`config.mk`:
```
export PLATFORM = sky130hd
export DESIGN_NAME = pattern_scan_ctrl
export DESIGN_NICKNAME = d
export VERILOG_FILES = /design/src/rtl/pattern_scan_ctrl.sv
export SDC_FILE = /design/constraint.sdc
export NUM_CORES = 1
export LEC_CHECK = 0
export CORE_MARGIN = 5
export CORE_UTILIZATION = 61
export CTS_BUF_LIST = sky130_fd_sc_hd__clkbuf_8
export CTS_CLUSTER_SIZE = 12
export DETAILED_ROUTE_END_ITERATION = 8
export MAX_ROUTING_LAYER = met4
export PLACE_DENSITY = 0.87
export SYNTH_ARGS = -nofsm -noshare
export SYNTH_HDL_FRONTEND = slang
export SYNTH_SLANG_ARGS = --single-unit
```
`constraint.sdc`:
```
create_clock -name clk -period 6.45 [get_ports clk]
set_clock_uncertainty 0.2 [all_clocks]
set_input_delay 1.935 -clock clk [delete_from_list [all_inputs] [get_ports clk]]
set_output_delay 1.935 -clock clk [all_outputs]
set_load 0.01 [all_outputs]
```
`src/rtl/pattern_scan_ctrl.sv`:
```
// pattern_scan_ctrl: sequences one bit-serial pattern-detection pass.
// The host programs pattern/length/window and pulses start. Accepted bits are
// shifted in, overlapping matches raise a registered match flag and bump a
// saturating counter, and done pulses for one cycle when the scan ends.
//
//   state  | meaning
//   -------+---------------------------------------------------------------
//   IDLE   | waiting for start; count, err and configuration are held
//   LOAD   | one cycle: clear shift register, fill, bit and match counters
//   SCAN   | accept bits while in_valid; leave on window end or stop
//   DONE   | one cycle: done=1, then back to IDLE
module pattern_scan_ctrl #(
   parameter int PW = 8,
   parameter int CW = 8,
   localparam int LW = $clog2(PW + 1)
) (
   input  logic          clk,
   input  logic          reset,
   input  logic          start,
   input  logic          stop,
   input  logic [PW-1:0] cfg_pattern,
   input  logic [LW-1:0] cfg_len,
   input  logic [CW-1:0] cfg_bits,
   input  logic          in_bit,
   input  logic          in_valid,
   output logic          in_ready,
   output logic          busy,
   output logic          match,
   output logic [CW-1:0] match_count,
   output logic          done,
   output logic          err
);

   typedef enum logic [1:0] {S_IDLE, S_LOAD, S_SCAN, S_DONE} state_t;

   state_t        state_q;
   logic [PW-1:0] pat_q;
   logic [LW-1:0] len_q;
   logic [CW-1:0] bits_q;
   // The oldest bit of a full-width window is only needed for the compare on
   // the shifted value, so storage keeps PW-1 bits.
   logic [PW-2:0] sr_q;
   logic [LW-1:0] fill_q;
   logic [CW-1:0] bitcnt_q;
   logic [CW-1:0] match_count_q;
   logic          match_q;
   logic          done_q;
   logic          err_q;

   logic [PW-1:0] sr_d;
   logic [LW-1:0] fill_d;
   logic [CW-1:0] bitcnt_d;
   logic [PW-1:0] mask;
   logic          accept;
   logic          hit;
   logic          last_bit;
   logic          len_ok;

   // Post-shift view of the scan state used for the match and end decisions.
   always_comb begin
      sr_d     = {sr_q, in_bit};
      fill_d   = (fill_q < len_q) ? fill_q + 1'b1 : len_q;
      bitcnt_d = bitcnt_q + 1'b1;
      mask     = ~({PW{1'b1}} << len_q);
      accept   = (state_q == S_SCAN) && in_valid;
      hit      = (fill_d == len_q) && ((sr_d & mask) == (pat_q & mask));
      last_bit = accept && (bits_q != '0) && (bitcnt_d == bits_q);
      len_ok   = (cfg_len != '0) && (cfg_len <= LW'(PW));
   end

   // Sequencer, scan datapath and registered flags.
   always_ff @(posedge clk or posedge reset) begin
      if (reset) begin
         state_q       <= S_IDLE;
         pat_q         <= '0;
         len_q         <= '0;
         bits_q        <= '0;
         sr_q          <= '0;
         fill_q        <= '0;
         bitcnt_q      <= '0;
         match_count_q <= '0;
         match_q       <= 1'b0;
         done_q        <= 1'b0;
         err_q         <= 1'b0;
      end else begin
         match_q <= 1'b0;
         done_q  <= 1'b0;
         case (state_q)
            S_IDLE: begin
               if (start) begin
                  if (len_ok) begin
                     pat_q   <= cfg_pattern;
                     len_q   <= cfg_len;
                     bits_q  <= cfg_bits;
                     err_q   <= 1'b0;
                     state_q <= S_LOAD;
                  end else begin
                     err_q <= 1'b1;
                  end
               end
            end
            S_LOAD: begin
               sr_q          <= '0;
               fill_q        <= '0;
               bitcnt_q      <= '0;
               match_count_q <= '0;
               state_q       <= S_SCAN;
            end
            S_SCAN: begin
               if (accept) begin
                  sr_q     <= sr_d[PW-2:0];
                  fill_q   <= fill_d;
                  bitcnt_q <= bitcnt_d;
                  if (hit) begin
                     match_q <= 1'b1;
                     if (!(&match_count_q)) begin
                        match_count_q <= match_count_q + 1'b1;
                     end
                  end
               end
               if (stop || last_bit) begin
                  done_q  <= 1'b1;
                  state_q <= S_DONE;
               end
            end
            S_DONE: begin
               state_q <= S_IDLE;
            end
            default: begin
               state_q <= S_IDLE;
            end
         endcase
      end
   end

   assign in_ready    = (state_q == S_SCAN);
   assign busy        = (state_q == S_LOAD) || (state_q == S_SCAN);
   assign match       = match_q;
   assign match_count = match_count_q;
   assign done        = done_q;
   assign err         = err_q;

endmodule

```
==> out/metrics.csv <==
stage;metric;value;unit
setup_path;CP Capture Type;output port;
pwr;leakage power;0.001438;uW
placed_design;RePlAce Congestion;0.8429;
placed_design;Post-Place Setup Slack;2.044;ns
synth;Seq cells post-synth;52;
sta;fin worst setup slack;2.314;ns
placed_design;Post-DP HPWL;4.462;mm
sta;f_max;241.8;MHz
sta;final worst-path cycle share;0.6412;
drt;met2 WL post-DR;3.180;mm
synth;Cell variety after synth;54;
sta;Slew Limit Fails;0;
synth;synth warn;0;
run;Max-cap violations;0;
setup_path;CP max stage cell;clkdlybuf4s50_1;
sta;Worst Tran Pin Value;1.042;ns
clocking;CTS clk-pin slew, worst paths;0.10;ns
setup_path;R2R setup slack;3.36;ns
grt;initial antenna violation count;0;
clocking;CTS Hold Bufs;0;
synth;Seq/Total Area, Yosys;0.4426;
synth;Async SR Flop Fraction;1.000;
clocking;worst-case clock buffer depth;2;
synth;predominant post-synthesis flop cell;dfrtp_1;
grt;Total Routing Usage GR;0.2287;
grt;first-pass GRT wire length;10.89;mm
clocking;CTS Buf Count;5;
drt;WL/cell;16.59;microns
setup_path;Setup crit start kind;register;
setup_path;required time worst endpoint;4.32;ns
sta;final setup vio count;0;
sta;Sum Neg Setup Slack;0;ns
drt;DR pass1 iterations;4;
drt;initial drt markers;204;
drt;met3 wire len;286;microns
sta;Period minus WS final;4.136;ns
clocking;H-tree Lvls;2;
finish;Final #Nets;356;
finish;number of fill cells;349;
floorplanning;die area;0.006308;sq mm
clocking;clock root cell;clkbuf_8;
grt;vias in the first global route;2304;
run_status;status;completed;
clocking;setup repair bufs after CTS;0;
clocking;clk sink count;52;
synth;area share of the leading cell type in the synthesized netlist;0.4426;
drt;Avg Vias per Cell;6.211;
setup_path;sequence of cells on the critical path;inv_1 > ha_1 > clkdlybuf4s50_1;
grt;Remaining Overflow, GRT;0;
drt;DRT met1 WL;2.612;mm
synth;largest area contributor in the netlist;dfrtp_1;
grt;maximum number of pins on one net before global-route repair;53;
setup_path;CP top delay family;buffers and inverters;
synth;top post-synthesis cells by area;dfrtp_1 44%, mux2_2 6.5%, xnor2_1 4.5%, ha_1 4.3%, o21ai_0 3.4%;
finish;layout cell share with drive strength beyond 1;0.1121;
synth;post-synthesis cell area;0.002940;sq mm
pwr;VDD IR-drop max;283.7;uV
synth;Post-Syn Nets;323;
sta;normalized max-slew margin;0.3040;
finish;Area Growth Syn to Fin;16.89;%
floorplanning;Die W;79.43;microns
placed_design;port buffer count;38;
floorplanning;Die Ht;79.43;microns
floorplanning;CORE AREA;0.004692;sq mm
setup_path;Setup CP Type;reg2out;
synth;Cells after Synth;287;
setup_path;slowest stage delay, CP;0.64;ns
clocking;Skew-Pair Late Insertion Delay;0.32;ns
drt;Top Metal Used;met4;
synth;Post-synth EDFFs;0;
hold_path;worst min path class;reg2reg;
pwr;Pwr Density;388.3;mW/mm^2
sta;Final Hold Fails;0;
setup_path;worst path arrival time;2.00;ns
setup_path;Critical Path Fanout Max;14;
finish;n_diodes;0;
synth;syn avg cell area;10.25;sq um
drt;remaining antenna violation count;0;
floorplanning;IO Count;39;
setup_path;Worst Path Buf+Inv;2;
floorplanning;Initial Utilization;0.6267;
clocking;cts repair resizes;0;
drt;overall via count from detail_route;2329;
drt;Total Wirelength;6.220;mm
sta;unrepaired setup endpoints after global routing;false;
drt;# DRC;0;
floorplanning;row count;25;
clocking;TritonCTS clock tree;built;
==> cells by family after synthesis <==
group	count (synthesis)	share of synthesized area
AOI/OAI and AO/OA	77	0.1919
xor gates and xnor gates	26	0.08000
adders and majority gates	10	0.04255
buffers and inverters	27	0.03787
DFF	52	0.4426
muxes	19	0.07191
and+or+nand+nor	76	0.1332
==> where the power goes <==
group	switching [uW]	total, uW	internal, uW
combinational	315	595	280
sequential	116	540	425
clock	120	199	79.9
==> final cells by class <==
class,count,area (sq um),area share
Multi-Input combinational cell,208,1528,0.4445
Sequential cell,52,1301,0.3786
Timing Repair Buffer,40,395.4,0.1150
Clock buffer,5,68.82,0.02002
Tap cell,54,67.56,0.01966
Inverter,13,48.80,0.01420
Clock inverter,3,27.53,0.008009
==> routing by layer <==
metal,vias up,track usage
met5,-,-
met4,0,0.08935
met3,11,0.04515
met2,54,0.3781
met1,1151,0.2764
li1,1113,-
==> flip-flops by register name (all words and copies together), names as in the netlist <==
signal / flops
bitcnt_q: 8
bits_q: 8
done: 1
err: 1
fill_q: 4
len_q: 4
match: 1
match_count: 8
pat_q: 8
sr_q: 7
state_q: 2
==> path summary, 6_finish.rpt <==
path	end	depth (start not counted)	from
worst max-delay path	in_ready	3	state_q[0]
worst min-delay path	bitcnt_q[7]	1	bitcnt_q[7]
worst max register to register	match_count[3]	9	state_q[0]
worst min register to register	bitcnt_q[7]	1	bitcnt_q[7]
max in group asynchronous	bitcnt_q[4]	2	reset
min in group asynchronous	pat_q[6]	2	reset
==> synth_stat cells, drive strengths merged, types with 4 or more instances <==
master / n
or3: 4
o21ai: 23
nand2: 19
a22o: 9
mux2: 17
ha: 10
clkbuf: 11
o31ai: 4
nand3: 9
inv: 13
nor3: 11
xor2: 11
xnor2: 15
dfrtp: 52
nand2b: 4
a311o: 4
and3: 4
a21oi: 8
o211ai: 5
nor2: 13
==> layout by cell type (no fill, tap or decap), types with 4 or more instances in the layout <==
cell	synthesis	routed
a21oi_1	8	8
a22o_1	9	9
and3_1	4	4
clkbuf_8	0	5
clkdlybuf4s50_1	0	38
dfrtp_1	52	52
ha_1	10	10
inv_1	12	11
mux2_2	17	17
nand2_1	19	19
nand2b_1	4	4
nand3_1	9	9
nor2_1	13	13
nor3_1	11	11
o211ai_1	4	4
o21ai_0	20	20
o31ai_1	4	4
or3_1	4	4
xnor2_1	15	15
xor2_1	10	10
==> through the flow <==
| step | power [uW] | cells | util | hold WS (ns) | instance area, sq um |
|---|---|---|---|---|---|
| final | 1334 | 375 | 0.7325 | 0.3121 | 3437 |
| after detailed placement | 1137 | 367 | 0.7120 | 0.2930 | 3341 |
| after global routing | 1438 | 375 | 0.7325 | 0.3500 | 3437 |
| after CTS | 1342 | 375 | 0.7325 | 0.3160 | 3437 |
| after floorplan | 974.8 | 287 | - | 0.2701 | 2940 |
| after global placement | 1115 | 367 | 0.7120 | 0.2917 | 3341 |
Note: power is estimated with default switching activity, not from simulation.
